**config.mk**
```make
export PLATFORM = sky130hd
export DESIGN_NAME = onehot_encoder_pipe
export DESIGN_NICKNAME = d
export VERILOG_FILES = /design/src/rtl/onehot_encoder_pipe.sv
export SDC_FILE = /design/constraint.sdc
export NUM_CORES = 1
export LEC_CHECK = 0
export ABC_CLOCK_PERIOD_IN_PS = 2100
export BUFFER_PORTS_ARGS = -buffer_cell sky130_fd_sc_hd__buf_2
export CAP_MARGIN = 20
export CELL_PAD_IN_SITES_DETAIL_PLACEMENT = 1
export CELL_PAD_IN_SITES_GLOBAL_PLACEMENT = 1
export CORE_ASPECT_RATIO = 0.75
export CORE_MARGIN = 2
export CORE_UTILIZATION = 41
export CTS_CLUSTER_DIAMETER = 40
export DETAILED_ROUTE_END_ITERATION = 10
export PLACE_DENSITY = 0.9
export SLEW_MARGIN = 40
export SYNTH_ARGS = -nofsm -noshare
export SYNTH_HDL_FRONTEND = slang
export SYNTH_SLANG_ARGS = --single-unit
```
**constraint.sdc**
```tcl
create_clock -name clock -period 2.1 [get_ports clock]
set_clock_uncertainty 0.1 [all_clocks]
set_input_delay 0.63 -clock clock [delete_from_list [all_inputs] [get_ports clock]]
set_output_delay 0.63 -clock clock [all_outputs]
set_load 0.05 [all_outputs]
```
**src/rtl/onehot_encoder_pipe.sv**
```systemverilog
// onehot_encoder_pipe: streaming one-hot to binary encoder with skid buffer and error counter
module onehot_encoder_pipe #(
  parameter int N     = 8,
  parameter int IDX_W = $clog2(N),
  parameter int CNT_W = 16
) (
  input  logic             clock,
  input  logic             reset_n,
  input  logic             in_valid,
  output logic             in_ready,
  input  logic [N-1:0]     in_data,
  output logic             out_valid,
  input  logic             out_ready,
  output logic [IDX_W-1:0] out_idx,
  output logic             out_zero,
  output logic             out_multi,
  input  logic             err_clear,
  output logic [CNT_W-1:0] err_count
);
  typedef enum logic [1:0] {EMPTY, ONE, FULL} state_t;
  state_t state, state_nxt;
  logic [IDX_W-1:0] enc_idx, sk_idx;
  logic enc_zero, enc_multi, sk_zero, sk_multi;
  logic accept, err_accept, ld_or_in, ld_or_sk, ld_sk;
  // lowest set bit wins; scanning downward lets the last hit be the lowest index
  always_comb begin
    enc_idx = '0;
    for (int i = N - 1; i >= 0; i--)
      if (in_data[i]) enc_idx = IDX_W'(i);
  end
  // clearing the lowest set bit leaves something only when two or more were set
  assign enc_zero   = ~|in_data;
  assign enc_multi  = |(in_data & (in_data - N'(1)));
  // ready and valid decode straight from the state register, so out_ready never reaches in_ready
  assign in_ready   = state != FULL;
  assign out_valid  = state != EMPTY;
  assign accept     = in_valid & in_ready;
  assign err_accept = accept & (enc_zero | enc_multi);
  // buffer occupancy register
  always_ff @(posedge clock or negedge reset_n)
    if (!reset_n) state <= EMPTY;
    else state <= state_nxt;
  // next occupancy and which register loads from where
  always_comb begin
    state_nxt = state;
    ld_or_in  = 1'b0;
    ld_or_sk  = 1'b0;
    ld_sk     = 1'b0;
    case (state)
      EMPTY: if (accept) begin
        state_nxt = ONE;
        ld_or_in  = 1'b1;
      end
      ONE: begin
        if (accept && out_ready) ld_or_in = 1'b1;
        else if (accept) begin
          state_nxt = FULL;
          ld_sk     = 1'b1;
        end else if (out_ready) state_nxt = EMPTY;
      end
      FULL: if (out_ready) begin
        state_nxt = ONE;
        ld_or_sk  = 1'b1;
      end
      default: state_nxt = EMPTY;
    endcase
  end
  // output register: takes the new word, or the skid word when the skid drains
  always_ff @(posedge clock or negedge reset_n)
    if (!reset_n) begin
      out_idx   <= '0;
      out_zero  <= 1'b0;
      out_multi <= 1'b0;
    end else if (ld_or_in) begin
      out_idx   <= enc_idx;
      out_zero  <= enc_zero;
      out_multi <= enc_multi;
    end else if (ld_or_sk) begin
      out_idx   <= sk_idx;
      out_zero  <= sk_zero;
      out_multi <= sk_multi;
    end
  // skid register: catches the word accepted while the output is held
  always_ff @(posedge clock or negedge reset_n)
    if (!reset_n) begin
      sk_idx   <= '0;
      sk_zero  <= 1'b0;
      sk_multi <= 1'b0;
    end else if (ld_sk) begin
      sk_idx   <= enc_idx;
      sk_zero  <= enc_zero;
      sk_multi <= enc_multi;
    end
  // saturating error count; a clear still counts an error accepted in the same cycle
  always_ff @(posedge clock or negedge reset_n)
    if (!reset_n) err_count <= '0;
    else if (err_clear) err_count <= err_accept ? CNT_W'(1) : '0;
    else if (err_accept && err_count != '1) err_count <= err_count + CNT_W'(1);
endmodule

```
Word-level counts from Yosys, hierarchy flattened
Cells that the tools add are included.
{"block": "word_totals", "reg_bits": 28, "word_cells": 62}
{"block": "op_classes", "addsub": 2, "n_eq_ne": 8, "n_mux": 30, "bitwise_logic": 4, "n_reduce_logical": 10}
{"cell": "$mux 16", "n": 2}
{"cell": "$mux 3", "n": 10}
{"cell": "$add 16x1->16 const B", "n": 1}
{"cell": "$ne 16x16->1 const B", "n": 1}
{"cell": "$reduce_or 8->1", "n": 2}
{"cell": "$mux 1", "n": 11}
{"cell": "$mux 2", "n": 5}
{"cell": "$and 8x8->8", "n": 1}
{"cell": "$ne 2x2->1 const B", "n": 4}
{"cell": "$sub 8x1->8 const B", "n": 1}
{"cell": "$pmux 2 s3", "n": 1}
{"cell": "$reduce_bool 2->1", "n": 3}
{"cell": "$reduce_and 4->1", "n": 1}
{"cell": "$ne 3x3->1 const B", "n": 1}
{"cell": "$and 1x1->1", "n": 2}
{"cell": "$eq 2x1->1 const B", "n": 1}
{"cell": "$eq 2x2->1 const B", "n": 1}
{"cell": "$logic_and 1x1->1", "n": 2}
{"cell": "$logic_not 2->1", "n": 1}
{"cell": "$pmux 1 s2", "n": 1}
{"cell": "$logic_not 1->1", "n": 1}
{"cell": "$or 1x1->1", "n": 1}

Longest topological paths before layout
Gate-level depths: netlist (run 1).
{"block": "logic_depth", "word_depth": 9, "depth_mapped": 7, "ltp_nobuf": 6}

Least setup slack after synthesis (run 1)
Ideal clock, no wire load.
{"block": "synth_path", "path_type": "input to register", "from": "input port in_data[0]", "to": "register err_count[5]", "setup_ns": 0.125, "arrival_ns": 2.106, "setup_slack_ns": -0.230, "path_stages": 6, "n_path_buf": 0, "cell_sequence": "nor4_4 > xor2_1 > a22oi_2 > o21ai_4 > nor4b_1 > mux2_2"}
{"block": "synth_via", "elab_chain_cells": 7, "word_cells_on_any_way": 9, "classes_between": "1 x add/sub; 3 x bitwise; 5 x reduce/logical"}
{"item": "start: declaration", "line_no": "11", "text": "input logic [N-1:0] in_data,"}
{"item": "$sub 8x1->8", "line_no": "33", "text": "assign enc_multi = |(in_data & (in_data - N'(1)));"}
{"item": "$and 8x8->8", "line_no": "33"}
{"item": "$reduce_or 8->1", "line_no": "33"}
{"item": "$or 1x1->1 *", "line_no": "38", "text": "assign err_accept = accept & (enc_zero | enc_multi);"}
{"item": "$and 1x1->1 *", "line_no": "38"}
{"item": "$logic_and 1x1->1 *", "line_no": "98", "text": "else if (err_accept && err_count != '1) err_count <= err_count + CNT_W'(1);"}
{"item": "$reduce_bool 2->1 (no line) *"}
{"item": "end signal: assignment", "line_no": "97", "text": "else if (err_clear) err_count <= err_accept ? CNT_W'(1) : '0;"}
{"item": "end signal: assignment", "line_no": "98"}
{"item": "end: declaration", "line_no": "18", "text": "output logic [CNT_W-1:0] err_count"}
Mark *: on every way between the ends. The rest lies on a longest branch, timed or not.
A chain may end at the register's enable or synchronous reset.

Worst setup path after layout (run 1)
{"block": "layout_path", "from": "input port in_data[0]", "to": "register err_count[7]"}
Same word-level chain as after synthesis.

==> results of run 1 <==
-- registers in the layout (all words and copies together), names as in the netlist --
signal	cells
out_idx	3
sk_zero	1
out_multi	1
sk_multi	1
out_zero	1
err_count	16
state	2
sk_idx	3
-- synthesized netlist by cell type (all sizes together) --
| library cell | number | share of area, % |
|---|---|---|
| o31ai | 3 | 1.3 |
| o32ai | 1 | 0.97 |
| clkbuf | 3 | 0.67 |
| or3 | 3 | 1.1 |
| a21oi | 9 | 2.7 |
| a211oi | 2 | 0.90 |
| or4 | 2 | 0.90 |
| o21ai | 18 | 6.3 |
| mux2i | 1 | 0.60 |
| o211ai | 1 | 0.45 |
| nor2b | 8 | 3.0 |
| nand3b | 2 | 0.90 |
| nor3 | 6 | 2.4 |
| o21ba | 2 | 1.2 |
| o22ai | 1 | 0.38 |
| o21bai | 1 | 0.45 |
| ha | 1 | 0.75 |
| or2 | 1 | 0.38 |
| mux2 | 12 | 8.8 |
| nor3b | 1 | 0.75 |
| a22oi | 2 | 1.2 |
| xor2 | 1 | 0.52 |
| nor2 | 18 | 4.0 |
| nand4 | 4 | 1.5 |
| o2111ai | 1 | 0.52 |
| nor4 | 6 | 3.1 |
| and4 | 1 | 0.52 |
| nor4b | 1 | 0.52 |
| nand2 | 19 | 4.3 |
| dfrtp | 28 | 42 |
| buf | 2 | 1.3 |
| nand2b | 5 | 1.9 |
| and2 | 2 | 0.75 |
| o31a | 1 | 0.60 |
| inv | 2 | 0.45 |
| nand3 | 6 | 1.8 |
-- cells by family (layout without fill, tap and decap cells) --
| family | count (synthesis) | after routing |
|---|---|---|
| AOI/OAI and AO/OA | 42 | 42 |
| xor gates and xnor gates | 1 | 1 |
| adders and majority gates | 1 | 1 |
| buffers and inverters | 7 | 65 |
| DFF | 28 | 28 |
| muxes | 13 | 13 |
| and+or+nand+nor | 85 | 85 |
-- area by class of cell --
| class | count | area, um^2 | share of cell area (%) |
|---|---|---|---|
| Multi-Input combinational cell | 142 | 1086 | 46.84 |
| Sequential cell | 28 | 705.7 | 30.44 |
| Timing Repair Buffer | 59 | 379.1 | 16.35 |
| Tap cell | 55 | 68.82 | 2.968 |
| Clock buffer | 3 | 41.29 | 1.781 |
| Clock inverter | 1 | 30.03 | 1.295 |
| Inverter | 2 | 7.507 | 0.3238 |
-- per-layer routing --
metal / routed length (um) / part of all wire, % / vias to the layer above / global-route usage, %
li1: - / - / 763 / -
met2: 3131 / 50 / 67 / 40.39
met3: 337 / 5.3 / 21 / 4.726
met5: 0 / 0 / - / 0
met4: 242 / 3.8 / 0 / 9.694
met1: 2613 / 41 / 866 / 31.69
-- critical path, stage by stage --
cell	delay, ns
buf_6	0.10
nor4_4	0.32
xor2_1	0.14
a22oi_2	0.31
o21ai_4	0.17
nor4_2	0.40
mux2_2	0.38
-- cell usage in the layout (no fill, tap or decap), types with 4 or more instances in the layout --
| cell | Yosys | layout |
|---|---|---|
| buf_2 | 0 | 33 |
| dfrtp_1 | 28 | 24 |
| buf_4 | 0 | 21 |
| nand2_1 | 19 | 19 |
| nor2_1 | 18 | 16 |
| o21ai_0 | 16 | 15 |
| nor2b_1 | 8 | 8 |
| mux2_2 | 9 | 7 |
| nand2b_1 | 5 | 5 |
| nand3_1 | 6 | 5 |
| mux2_4 | 3 | 5 |
| a21oi_1 | 9 | 5 |
| buf_6 | 2 | 5 |
| nand4_1 | 4 | 4 |
| a21oi_2 | 0 | 4 |
| nor4_2 | 0 | 4 |
| dfrtp_2 | 0 | 4 |
-- report_power, final --
part | internal [uW] | switching [uW] | leakage (uW) | total, uW
logic | 134 | 270 | 0.000585 | 404
clock network | 256 | 185 | 0.0000357 | 441
registers | 590 | 38.2 | 0.000371 | 628
total | 980 | 493 | 0.000991 | 1470
-- metrics by stage --
stage	power (uW)	instance area [um^2]	util, %
2_1_floorplan	872.9	1695	-
3_3_place_gp	988.4	2069	52.01
3_5_place_dp	1011	2069	52.01
4_1_cts	1451	2195	55.16
5_1_grt	1530	2318	58.27
6_report	1473	2318	58.27
-- how the worst max path moves through the flow --
| stage | slack (ns) | endpoint |
|---|---|---|
| finish | -0.27 | err_count[7] |
| global route | -0.30 | err_count[7] |
| CTS | -0.09 | err_count[5] |
| detailed placement | -0.48 | err_count[5] |
| global placement | -0.34 | err_count[5] |
| floorplan | -0.23 | err_count[5] |
-- repair_timing --
item / 4_1_cts / 5_1_grt
buffers inserted: 3 / 2
endpoints found under the setup margin: 11 / 16
cloned: 0 / 0
pin swaps: 4 / 12
resized for setup: 7 / 26
==> flow_summary.yaml, run 1 <==
final_layout:
  diodes: 0
  final_cells: 290
  final_nets: 250
  fillers: 466
  drive_gt1_share_pct: 46.81
  syn2layout_area_growth_pct: 38.91
synthesis:
  synth_compound_area_share_pct: 17.02
  syn_inst: 177
  synth_top_family_by_area: "simple AND/OR/NAND/NOR gates"
  synthSimpleGateAreaFrac_pct: 27.89
  syn_nets: 191
  yosysWarnings: 0
  synth_seq_cells: 28
  synth.avg_cell_area_um2: 9.430
  synth_fa_ha_area_share_pct: 0.7496
  ys_seq_area_share_pct: 41.98
  netlist_area_mm2: 0.001669
  yosys.area_share.xor_xnor_pct: 0.5247
  synth.area.mux_share_pct: 9.370
  ys_types: 42
floorplanning:
  io_pins: 36
  start_util_pct: 41.95
  die_h_um: 59.26
  num_rows: 20
  core_area_mm2: 0.003979
  die_x_um: 77.68
  dieArea_mm2: 0.004603
sta:
  hold_viol: 0
  holdWs_ns: 0.2463
  finalSetupViolations: 16
  max-slew-margin-rel_pct: 55.98
  rsz0062_at_grt: "true"
  tightestPinTransition_ns: 0.6603
  fin_ws_ns: -0.2659
  setup_tns_ns: -2.500
  min_period_ns: 2.366
  slew_viol_final: 0
  timing.fmax_mhz: 422.7
  post-route-period-util_pct: 112.7
placed_design:
  numPlacedInstances: 283
  place_congestion: 0.8440
  hpwl_mm: 3.698
  post-place-ws_ns: -0.4755
  port_buffers: 35
worst_setup_path:
  r2r_start: "err_count[11]"
  crit_path_end_kind: "register"
  cp_max_fo: 7
  cp.required_ns: 2.19
  crit_arrival_ns: 2.46
  r2r_slack_ns: -0.07
  path_class: "primary input to register"
  r2r-end: "err_count[5]"
  worstSetupStartpointType: "primary input"
  reg2reg_depth: 6
  crit_start: "in_data[0]"
global_routing:
  first_global_vias: 1643
  antenna_found_initial: 0
  grt_max_degree: 29
  grt_overflow: 0
  grt_pass1_wl_mm: 8.590
  grt.total_usage_pct: 24.28
clock_tree:
  hold_buffers: 0
  clkTransAtPathRegs_ns: 0.11
  numCtsBuffers: 3
  clock-root-buffer: "clkbuf_8"
  clk_latency_ns: 0.29
  cts_tree: "done"
  ctsLongestPathBuffers: 2
  cts_sinks: 28
  htreeDepth: 1
route:
  avgViaCountPerCell: 5.921
  postRouteWirelength_mm: 6.324
  vias: 1717
  first_pass_iters: 4
  avgRoutedWirePerCell_um: 21.81
  initialDrtViolationCount: 135
  drcViolationCount: 0
  antenna_left: 0
outcome:
  violations: "setup timing"
  run_status: "finished, violations left"
job:
  max-cap-violations: 0
worst_hold_path:
  hp-class: "primary input to async pin"
power:
  ir_drop_mv: 0.3564
  p_per_area_mw_per_mm2: 635.4
  p_leak_uw: 0.0009910
No activity file was read; power rests on OpenSTA's default activity.
==> run 2, diff against run 1 <==
--- a/config.mk
+++ b/config.mk
@@ -5,6 +5,7 @@
 export SDC_FILE = /design/constraint.sdc
 export NUM_CORES = 1
 export LEC_CHECK = 0
+export ABC_AREA = 1
 export ABC_CLOCK_PERIOD_IN_PS = 2100
 export BUFFER_PORTS_ARGS = -buffer_cell sky130_fd_sc_hd__buf_2
 export CAP_MARGIN = 20
@@ -12,7 +13,7 @@
 export CELL_PAD_IN_SITES_GLOBAL_PLACEMENT = 1
 export CORE_ASPECT_RATIO = 0.75
 export CORE_MARGIN = 2
-export CORE_UTILIZATION = 41
+export CORE_UTILIZATION = 39
 export CTS_CLUSTER_DIAMETER = 40
 export DETAILED_ROUTE_END_ITERATION = 10
 export PLACE_DENSITY = 0.9
==> run 2 against run 1 <==
Compared with the run above:
- the flow now finishes without violations
- non-clock buffer count decreased by 18
- via count increased by 6.3%
- worst setup slack improved by 0.37 ns
- register-to-register slack improved by 0.38 ns
- cell area decreased by 6.6%
- sequential power decreased by 2%
- die area increased by 14%
- cell count increased by 21%
- maximum frequency increased by 19%
- total power decreased by 4.8%
- critical path depth decreased by 5
- hold slack improved by 0.015 ns
- critical endpoint is now out_valid
- largest cell class unchanged
- largest power group unchanged
==> flow_summary.yaml, run 2 <==
placed_design:
  port_buffers: 35
  place_congestion: 0.8369
  hpwl_mm: 4.035
  post-place-ws_ns: 0.05133
  place_area_mm2: 0.002093
route:
  initialDrtViolationCount: 76
  avgRoutedWirePerCell_um: 15.09
  avgViaCountPerCell: 5.214
  first_pass_iters: 5
  vias: 1825
  postRouteWirelength_mm: 5.280
  antenna_left: 0
  drcViolationCount: 0
final_layout:
  finish.utilization_pct: 48.18
  mostFrequentLayoutCells: "nand2_1, buf_2, nor2_1, nand3_1, dfrtp_1"
  final_nets: 308
  drive_gt1_share_pct: 22.53
  design_area_mm2: 0.002165
  final_common_cell: "nand2_1"
  largest_reg_flops: 16
  top_register: "err_count"
  largest_registers: "err_count: 16 flops, out_idx: 3 flops, sk_idx: 3 flops"
  syn2layout_area_growth_pct: 18.66
  diodes: 0
clock_tree:
  cts_sinks: 28
  post-cts-setup-buffers: 0
  htreeDepth: 1
  clock-root-buffer: "clkbuf_8"
  clk_latency_ns: 0.28
  cts_tree: "done"
  hold_buffers: 0
  numCtsBuffers: 3
  ctsLongestPathBuffers: 2
  cts_resized: 0
  clkTransAtPathRegs_ns: 0.10
global_routing:
  grt_overflow: 0
  grt.total_usage_pct: 21.68
  grt_pass1_wl_mm: 9.197
  grt_max_degree: 29
  antenna_found_initial: 0
  first_global_vias: 1935
job:
  max-cap-violations: 0
sta:
  tightestPinTransition_ns: 0.6453
  timing.fmax_mhz: 501.3
  post-route-period-util_pct: 94.99
  setup_tns_ns: 0
  holdWs_ns: 0.2615
  max-slew-margin-rel_pct: 56.98
  rsz0062_at_grt: "false"
  finalSetupViolations: 0
  slew_viol_final: 0
  fin_ws_ns: 0.1052
  min_period_ns: 1.995
  hold_viol: 0
synthesis:
  ys_async_sr_fraction_pct: 100.0
  synth_edf_count: 0
  synth_top_area_cell: "dfrtp_1"
  netlist_area_mm2: 0.001824
  ys_types: 31
  netlist.area_leader.share_pct: 38.41
  ys_seq_area_share_pct: 38.41
  synth.area.top_cells: "dfrtp_1, nand2_1, nand3_1, nor2_1, inv_1"
  synth.avg_cell_area_um2: 7.210
  post-synth-top-count-cell: "nand2_1"
  synthTopCellsByCount: "nand2_1, nand3_1, nor2_1"
  synth_seq_cells: 28
  syn_inst: 253
  ys.flop_type: "dfrtp_1"
  yosysWarnings: 0
  syn_nets: 267
floorplanning:
  die_x_um: 82.98
  dieArea_mm2: 0.005247
  io_pins: 36
  core_area_mm2: 0.004493
  start_util_pct: 40.60
  num_rows: 21
  die_h_um: 63.23
worst_setup_path:
  path_class: "register to primary output"
  worstSetupStartpointType: "register"
  crit_path_end_kind: "primary output"
  crit_start: "state[1]"
  cp.required_ns: 1.37
  r2r_start: "err_count[1]"
  cp_max_fo: 7
  crit_arrival_ns: 1.26
outcome:
  run_status: "finished clean"
worst_hold_path:
  hp-class: "primary input to async pin"
power:
  p_int_uw: 930.2
  power_frac_seq_pct: 43.7
  comb_power_share_pct: 25.2
  ir_drop_mv: 0.3469
  p_clk_share_pct: 31.1
  p_sw_uw: 472.6
  switching_share_pct: 33.69
  p_per_area_mw_per_mm2: 648.1
  p_leak_uw: 0.001082
-- run 2: cell types whose count changed after synthesis, moves of 9 or more --
cell / before / now
inv_1: 2 / 22
nor2_1: 18 / 29
nand3_1: 6 / 29
mux2_2: 9 / 0
o21ai_0: 16 / 7
nand2_1: 19 / 73
-- run 2: cells by family (layout without fill, tap and decap cells) --
family | count (synthesis) | count (layout) | share of synthesized area [%]
fa+ha+maj | 1 | 1 | 0.6858
flops | 28 | 28 | 38.41
xor+xnor | 11 | 11 | 5.282
buf+inv | 33 | 73 | 7.682
simple gates | 163 | 163 | 42.52
compound gates | 17 | 17 | 5.419
-- run 2: layout make-up --
| cell class | instances | area (um^2) |
|---|---|---|
| inverters | 28 | 105.1 |
| well taps | 57 | 71.32 |
| multi-input cells | 192 | 983.4 |
| clock buffers | 3 | 41.29 |
| fillers | 594 | 2328 |
| clock inverters | 1 | 30.03 |
| repair buffers | 41 | 232.7 |
| flip-flops and latches | 28 | 700.7 |
-- run 2: final timing paths --
check,endpoint,slack [ns],cells after the start
min,err_count[1],0.26,1
min in group clock,sk_idx[0],0.40,2
min reg2reg,sk_idx[0],0.40,2
max,out_valid,0.11,2
max reg2reg,err_count[9],0.31,8
max in group asynchronous,err_count[15],1.22,1
-- run 2: layer usage --
| layer | track usage (%) | vias to the layer above | routed length, um |
|---|---|---|---|
| met3 | 3.408 | 11 | 198 |
| met1 | 28.63 | 882 | 2515 |
| met5 | 0 | - | 0 |
| met2 | 36.69 | 37 | 2476 |
| li1 | - | 895 | - |
| met4 | 6.762 | 0 | 90 |
-- run 2: worst max-delay path, cell delays in order, from the launching register on --
cell     delay (ns)
dfrtp_1        0.46
or2_2          0.31
buf_2          0.21
-- run 2: per-stage QoR --
step,cells,power [uW]
2_1_floorplan,253,865.8
4_1_cts,350,1413
6_report,350,1403
3_5_place_dp,346,978.8
5_1_grt,350,1472
3_3_place_gp,346,964.0
-- run 2: power groups by stage --
stage | logic (uW) | registers (uW) | clock network (uW)
finish | 354 | 613 | 436
global route | 388 | 621 | 463
CTS | 357 | 614 | 442
detailed placement | 354 | 624 | 0
global placement | 342 | 622 | 0
floorplan | 161 | 704 | 0
